==> src/rtl/mem_bridge_pkg.sv <==
// Shared definitions for the processor-to-memory bridge: state encoding and
// default parameter values.
package mem_bridge_pkg;

   localparam int          DEFAULT_TIMEOUT  = 16;
   localparam logic [31:0] DEFAULT_NOP_WORD = 32'h0000_0000;

   typedef logic [1:0] state_t;

   localparam state_t ST_IDLE = 2'd0;
   localparam state_t ST_REQ  = 2'd1;
   localparam state_t ST_ERR  = 2'd2;

endpackage

==> src/rtl/mem_bridge_timer.sv <==
// Request watchdog: counts cycles spent waiting for an acknowledge and flags
// the cycle whose edge would take the count to TIMEOUT.
module bridge_timer
   import mem_bridge_pkg::*;
#(
   parameter int TIMEOUT = DEFAULT_TIMEOUT
) (
   input  logic clk,
   input  logic clear,
   input  logic enable,
   output logic expired
);

   localparam int             W    = $clog2(TIMEOUT + 1);
   localparam logic [W-1:0]   LAST = W'(TIMEOUT - 1);
   localparam logic [W-1:0]   TOP  = W'(TIMEOUT);

   logic [W-1:0] count;

   // Saturates at TIMEOUT so the counter can never wrap while enabled.
   always_ff @(posedge clk) begin
      if (clear)
         count <= '0;
      else if (enable && count != TOP)
         count <= count + 1'b1;
   end

   assign expired = enable && (count == LAST);

endmodule

==> src/rtl/mem_bridge.sv <==
// Bridges a processor fetch/store port onto a req/ack memory handshake, issuing
// one transaction per new {address, direction} pair with a timeout abort.
module mem_bridge
   import mem_bridge_pkg::*;
#(
   parameter int          TIMEOUT  = DEFAULT_TIMEOUT,
   parameter logic [31:0] NOP_WORD = DEFAULT_NOP_WORD
) (
   input  logic        clk,
   input  logic        reset,
   input  logic [31:0] cpu_addr,
   input  logic [31:0] cpu_wdata,
   input  logic        cpu_rw,
   input  logic        cpu_sys_dne,
   output logic [31:0] instruction,
   output logic        busy,
   output logic        err,
   output logic        mem_req,
   output logic        mem_we,
   output logic [31:0] mem_addr,
   output logic [31:0] mem_wdata,
   input  logic [31:0] mem_rdata,
   input  logic        mem_ack
);

   state_t      state;
   logic        served_valid;
   logic [31:0] served_addr;
   logic        served_rw;
   logic        trigger;
   logic        timer_clear;
   logic        timer_enable;
   logic        timer_expired;

   assign trigger = (state == ST_IDLE) && !cpu_sys_dne && !err &&
                    (!served_valid || cpu_addr != served_addr || cpu_rw != served_rw);

   assign timer_clear  = !reset || (state != ST_REQ);
   assign timer_enable = (state == ST_REQ) && !mem_ack;

   bridge_timer #(.TIMEOUT(TIMEOUT)) u_timer (
      .clk     (clk),
      .clear   (timer_clear),
      .enable  (timer_enable),
      .expired (timer_expired)
   );

   // The served pair is taken from the registered request, not the live CPU
   // inputs, so address changes during a transaction are not lost.
   always_ff @(posedge clk) begin
      if (!reset) begin
         state        <= ST_IDLE;
         instruction  <= NOP_WORD;
         busy         <= 1'b0;
         err          <= 1'b0;
         mem_req      <= 1'b0;
         mem_we       <= 1'b0;
         mem_addr     <= '0;
         mem_wdata    <= '0;
         served_valid <= 1'b0;
         served_addr  <= '0;
         served_rw    <= 1'b0;
      end else begin
         case (state)
            ST_IDLE: begin
               if (trigger) begin
                  state    <= ST_REQ;
                  mem_req  <= 1'b1;
                  mem_we   <= !cpu_rw;
                  mem_addr <= cpu_addr;
                  busy     <= 1'b1;
                  if (!cpu_rw)
                     mem_wdata <= cpu_wdata;
               end
            end
            ST_REQ: begin
               if (mem_ack) begin
                  state        <= ST_IDLE;
                  mem_req      <= 1'b0;
                  mem_we       <= 1'b0;
                  busy         <= 1'b0;
                  served_valid <= 1'b1;
                  served_addr  <= mem_addr;
                  served_rw    <= !mem_we;
                  if (!mem_we)
                     instruction <= mem_rdata;
               end else if (timer_expired) begin
                  state       <= ST_ERR;
                  mem_req     <= 1'b0;
                  mem_we      <= 1'b0;
                  busy        <= 1'b0;
                  err         <= 1'b1;
                  instruction <= NOP_WORD;
               end
            end
            default: ;
         endcase
      end
   end

endmodule

==> config.mk <==
export PLATFORM = sky130hd
export DESIGN_NAME = mem_bridge
export DESIGN_NICKNAME = d
export VERILOG_FILES = /design/src/rtl/mem_bridge_pkg.sv /design/src/rtl/mem_bridge_timer.sv /design/src/rtl/mem_bridge.sv
export SDC_FILE = /design/constraint.sdc
export NUM_CORES = 1
export LEC_CHECK = 0
export CAP_MARGIN = 20
export CORE_MARGIN = 2
export CORE_UTILIZATION = 37
export CTS_CLUSTER_SIZE = 8
export DETAILED_ROUTE_END_ITERATION = 8
export GPL_TIMING_DRIVEN = 1
export HOLD_SLACK_MARGIN = 0.02
export PLACE_DENSITY_LB_ADDON = 0.2
export REMOVE_ABC_BUFFERS = 1
export SYNTH_ARGS = -nofsm -noshare
export SYNTH_HDL_FRONTEND = slang
export SYNTH_HIERARCHICAL = 1
export SYNTH_SLANG_ARGS = --single-unit
==> constraint.sdc <==
create_clock -name clk -period 3.15 [get_ports clk]
set_input_delay 0.315 -clock clk [delete_from_list [all_inputs] [get_ports clk]]
set_output_delay 0.315 -clock clk [all_outputs]
set_load 0.05 [all_outputs]
==> impl_metrics.toml, run 1 <==
[floorplanning]
initial_utilization_pct = 37.5
dieArea_mm2 = 0.0199
rows = 50
ios = 201
coreArea_mm2 = 0.0186
die_h_um = 141
die_w_um = 141

[placement]
pre_cts_slack_ps = 324
portBuffers = 200
dp_cells = 1236
place_congestion = 0.731
dp_hpwl_um = 12500

[worst_setup_path]
reg2reg_depth = 6
crit_fanout = 47
r2r_slack_ps = 780
end_kind = "register"
critPathArrivalTime_ps = 2700
r2r_end = "mem_wdata[11]$_SDFFE_PN0P_"
cp-start-kind = "primary input"
crit_type = "primary input to register"
cp_data_required_time_ps = 3450
worstReg2RegStart = "served_addr[19]$_SDFFE_PN0P_"
cp-endpoint = "mem_wdata[11]$_SDFFE_PN0P_"
worstSetupStartpoint = "cpu_addr[19]"

[synth]
synth_area_mm2 = 0.00696
synth_top_area_share_pct = 40.0
ys_async_sr_fraction_pct = 0
synth_enable_flop_cells = 0
synthFlopType = "dfxtp_1"
syn_inst = 875
yosysWarnings = 6
synth.avg_cell_area_um2 = 7.95
yosys-top-cells-area = "dfxtp_1 40%, nand2_1 9.1%, a21boi_0 6.9%"
ys_seq_area_share_pct = 40.0
ys_seq_elements = 139
synth_commonest_cells = "168 x nand2_1, 139 x dfxtp_1, 80 x clkbuf_1, 67 x o21ai_0"
synth_cell_type_count = 42
synth_most_common_cell = "nand2_1"
synth_top_cell_by_area = "dfxtp_1"

[sta]
worst_slack_ps = 743
fmax_ghz = 0.415
slew_headroom_pct = 53.4
finalHoldViolCount = 0
tightest_slew_ps = 699
setup_viol = 0
hold_ws_ps = 283
skew_ps = 7.95
rsz0062_at_grt = "false"
fin_crit_ps = 2410
slew_violations = 0
fin_crit_sh_pct = 76.4

[clock_network]
cts_hold_buf = 0
cts_buffers = 17
cts_setup_buffers = 0
path_clk_slew_ps = 60
clk_latency_ps = 420
h-tree-depth = 4
clock_sinks = 139
cts-root-buf = "clkbuf_16"
clock_path_buffers = 2
cts_tree = "done"
cts.repair.resized = 0

[route]
ant_nets = 0
vias = 6861
finalWirelength_um = 20100
drt-pass1-iter-count = 4
dr.first_iter.drc_count = 385
wl_per_cell_um = 15.9
vias_per_cell = 5.43
drc = 0

[grt]
track_usage_pct = 19.9
grt_pass1_vias = 6363
antenna_found_initial = 0
overflow = 0
grt_max_degree = 113
grt_pass1_wl_um = 32400

[pwr]
p_leak_uw = 0.00348
power_uw = 4650
ir_drop_mv = 0.353
power_density_mw_per_mm2 = 485

[cells_and_area]
num_antenna_cells = 0
drive_above_1_share_pct = 4.95
fillers = 1803
final_cell_count_no_fill = 1264
syn2layout_area_growth_pct = 37.8
fin_nets = 1125

[worst_hold_path]
hold_class = "primary input to register"

[outcome]
status = "finished, final reports clean"

[run]
cap_violations = 0
logic make-up (layout without fill, tap and decap cells):
logic type / Yosys count / in the layout / share of synthesized area (%)
muxes: 2 / 2 / 0.360
DFF: 139 / 139 / 40.0
AOI/OAI and AO/OA: 268 / 268 / 27.1
xor gates and xnor gates: 35 / 35 / 4.40
adders and majority gates: 3 / 3 / 0.539
and+or+nand+nor: 335 / 335 / 22.3
buffers and inverters: 93 / 248 / 5.25
area by class of cell:
cell class | instances | area [um2] | share of cell area (%)
clock buffer | 24 | 472 | 4.92
clock inverter | 4 | 20.0 | 0.209
inverter | 4 | 15.0 | 0.157
multi-input combinational | 643 | 3840 | 40.0
sequential | 139 | 2780 | 29.0
tap | 234 | 293 | 3.05
timing repair buffer | 216 | 2170 | 22.6
cell usage in the layout, fill, tap and decap left out, types with 2 or more instances in the layout:
cell	synthesis	routed
clkdlybuf4s50_1	0	199
nand2_1	168	167
dfxtp_1	139	139
o21ai_0	67	67
and3_1	64	64
a21boi_0	64	64
o311ai_0	52	52
nor2_1	40	39
a21oi_1	33	33
nand3_1	33	32
a2bb2oi_1	31	31
xor2_1	22	22
clkbuf_16	0	17
xnor2_1	13	13
buf_4	1	13
o311ai_1	12	12
nor4_1	7	6
clkbuf_1	80	5
nand2b_1	4	4
nand4_1	4	4
inv_1	4	4
clkinv_2	0	4
buf_12	0	4
o21a_1	3	3
ha_1	3	3
nor2b_1	2	2
or4_1	3	2
nor2_4	0	2
and2_1	2	2
clkbuf_8	0	2
nor3_1	2	2
critical path, stage by stage:
cell and delay [ps]:
clkdlybuf4s50_1 450, xor2_1 160, nor4_1 500, nand3_2 130, or2_2 490, buf_12 250
o311ai_0 370
worst min-delay path by stage:
stage | from | slack (ps) | end | depth (start not counted)
global route | reset | 280 | served_addr[20]$_SDFFE_PN0P_ | 2
global placement | served_valid$_SDFFE_PN0P_ | 450 | served_valid$_SDFFE_PN0P_ | 1
floorplan | reset | 430 | err$_SDFFE_PN0P_ | 1
finish | reset | 280 | served_addr[7]$_SDFFE_PN0P_ | 2
detailed placement | instruction[26]$_SDFFE_PN0P_ | 450 | instruction[26]$_SDFFE_PN0P_ | 2
CTS | reset | 260 | served_addr[20]$_SDFFE_PN0P_ | 2
sequential cells by signal, summed over array words and instances, names as in the netlist:
name	count
served_rw	1
u_timer/count	5
mem_addr	32
served_addr	32
err	1
mem_we	1
mem_wdata	32
state	2
instruction	32
served_valid	1
power breakdown:
part	switching [uW]	internal (uW)
combinational	586	401
sequential	75.3	1860
clock	706	1020
per-layer routing:
layer	track usage [%]	vias to the layer above	wire [um]
met5	0	-	0
met4	5.63	0	221
met3	6.22	16	1600
met2	30.5	227	8740
met1	26.9	3178	9490
li1	-	3440	-
stage by stage:
step / setup TNS, ps / instance area [um2] / util (%)
CTS: 0 / 9590 / 51.6
global placement: 0 / 9100 / 49.0
global route: 0 / 9590 / 51.6
detailed placement: 0 / 9100 / 49.0
finish: 0 / 9590 / 51.6
floorplan: -76240 / 6610 / -
Note: power is estimated with default switching activity, not from simulation.
==> run 2: changes to the inputs <==
Clock period 3.15 ns to 2.5 ns, I/O delays scaled along.
==> impl_metrics.toml, run 2 (same netlist as run 1, synthesis figures left out) <==
[sta]
tns_ps = 0
rsz0062_at_grt = "false"
tightest_slew_ps = 604
setup_viol = 0
worst_slack_ps = 381
skew_ps = 9.78
fin_crit_sh_pct = 84.8
slew_violations = 0
hold_ws_ps = 353
fmax_ghz = 0.472
slew_headroom_pct = 59.6
fin_crit_ps = 2120
finalHoldViolCount = 0

[worst_setup_path]
r2r_end = "instruction[23]$_SDFFE_PN0P_"
cp_cell_sequence = "ha_1 -> and3_2 -> ha_1 -> and2_1 -> nand2b_1 -> o21ai_0 -> nand2_1 -> buf_4 -> nand2_1 -> a21boi_0"
crit_type = "register to register"
r2r_slack_ps = 380
crit_fanout = 32
worstReg2RegStart = "u_timer/count[0]$_SDFFE_PP0P_"
end_kind = "register"
crit_slowest_cell = "dfxtp_1"
cp_data_required_time_ps = 2820
slowest_delay_ps = 340
cp-start-kind = "register"
reg2reg_depth = 10
critPathArrivalTime_ps = 2440

[placement]
dp_hpwl_um = 13000
place_congestion = 0.740
pre_cts_slack_ps = 24.6
portBuffers = 200

[cells_and_area]
fin_util_pct = 52.7
syn2layout_area_growth_pct = 40.6
final_cell_mix = "199 x clkdlybuf4s50_1, 167 x nand2_1, 139 x dfxtp_1"
final_common_cell = "clkdlybuf4s50_1"
drive_above_1_share_pct = 6.24
num_antenna_cells = 0
fin_nets = 1135
fillers = 1769

[route]
drc = 0
ant_nets = 0
dr.first_iter.drc_count = 416
drt-pass1-iter-count = 6
finalWirelength_um = 20300
vias = 6880
wl_per_cell_um = 15.9
vias_per_cell = 5.39

[pwr]
intPower_uw = 4300
p_leak_uw = 0.00357
power_frac_comb_pct = 20.8
power_frac_clock_pct = 39.0
power_density_mw_per_mm2 = 621
swShare_pct = 29.3
switchingPower_uw = 1780
seqPwrFrac_pct = 40.2
ir_drop_mv = 0.460

[clock_network]
clk_latency_ps = 420
cts_hold_buf = 0
cts-root-buf = "clkbuf_16"
h-tree-depth = 4
cts_buffers = 17
path_clk_slew_ps = 60
cts_tree = "done"
clock_sinks = 139
cts.repair.resized = 0
clock_path_buffers = 2
cts_setup_buffers = 0

[floorplanning]
dieArea_mm2 = 0.0199
die_w_um = 141
initial_utilization_pct = 37.5
die_h_um = 141
ios = 201
coreArea_mm2 = 0.0186
rows = 50

[run]
cap_violations = 0

[grt]
track_usage_pct = 20.1
grt_max_degree = 69
overflow = 0
grt_pass1_wl_um = 32700
antenna_found_initial = 0
grt_pass1_vias = 6423

[worst_hold_path]
worstHoldEndpoint = "err$_SDFFE_PN0P_"
hold_class = "primary input to register"
min_from = "reset"
hold_depth = 2

[outcome]
status = "finished, final reports clean"
[run 2: cell types whose count changed in the layout (fill, tap and decap cells not counted), sizes merged]
cell      previous run  this run
buf                 17        27
bufinv               0         1
clkbuf              24        23
clkinv               4         3
clkinvlp             0         3
[run 2: critical path: cells and delay by family, from the launching register on]
family          cells  cell delay, ps
simple gates        5             650
fa+ha+maj           2             400
buf+inv             1             320
flops               1             340
compound gates      2             310
[run 2: layout make-up]
cell class | instances | area [um2] | area share, %
Sequential cell | 139 | 2780 | 28.4
Inverter | 4 | 15.0 | 0.153
Multi-Input combinational cell | 643 | 3840 | 39.3
Clock inverter | 7 | 67.6 | 0.691
Timing Repair Buffer | 226 | 2310 | 23.6
Tap cell | 234 | 293 | 2.99
Clock buffer | 23 | 478 | 4.88
[run 2: metal layers]
metal | GRT usage (%) | part of all wire (%)
met5 | 0 | 0
met4 | 5.58 | 1.1
met3 | 7.10 | 7.9
met2 | 31.2 | 43
met1 | 26.6 | 48
[run 2: worst max path at each step]
stage                                        startpoint                      endpoint  depth (start not counted)  slack, ps
after CTS                 u_timer/count[0]$_SDFFE_PP0P_  instruction[23]$_SDFFE_PN0P_                         10        370
after global placement                      cpu_addr[7]     mem_addr[25]$_SDFFE_PN0P_                          7         30
after global routing              state[0]$_SDFFE_PN0P_  instruction[18]$_SDFFE_PN0P_                          9        190
after floorplan                   state[0]$_SDFFE_PN0P_      mem_addr[0]$_SDFFE_PN0P_                          4      -2970
after detailed placement                   cpu_addr[23]     mem_wdata[4]$_SDFFE_PN0P_                          7         20
final                     u_timer/count[0]$_SDFFE_PP0P_  instruction[23]$_SDFFE_PN0P_                         10        380
[run 2: power groups by stage]
| stage | clock network (uW) | registers (uW) | logic, uW |
|---|---|---|---|
| 2_1_floorplan | 0 | 2860 | 313 |
| 3_3_place_gp | 0 | 2490 | 1260 |
| 3_5_place_dp | 0 | 2490 | 1260 |
| 4_1_cts | 2440 | 2440 | 1270 |
| 5_1_grt | 2530 | 2460 | 1340 |
| 6_report | 2370 | 2440 | 1260 |
[run 2: metrics by stage]
stage / std cells / power [uW] / instance area [um2]
after floorplan: 786 / 3180 / 6610
after global placement: 1246 / 3750 / 9240
after detailed placement: 1246 / 3750 / 9240
after CTS: 1276 / 6150 / 9780
after global routing: 1276 / 6330 / 9780
final: 1276 / 6070 / 9780
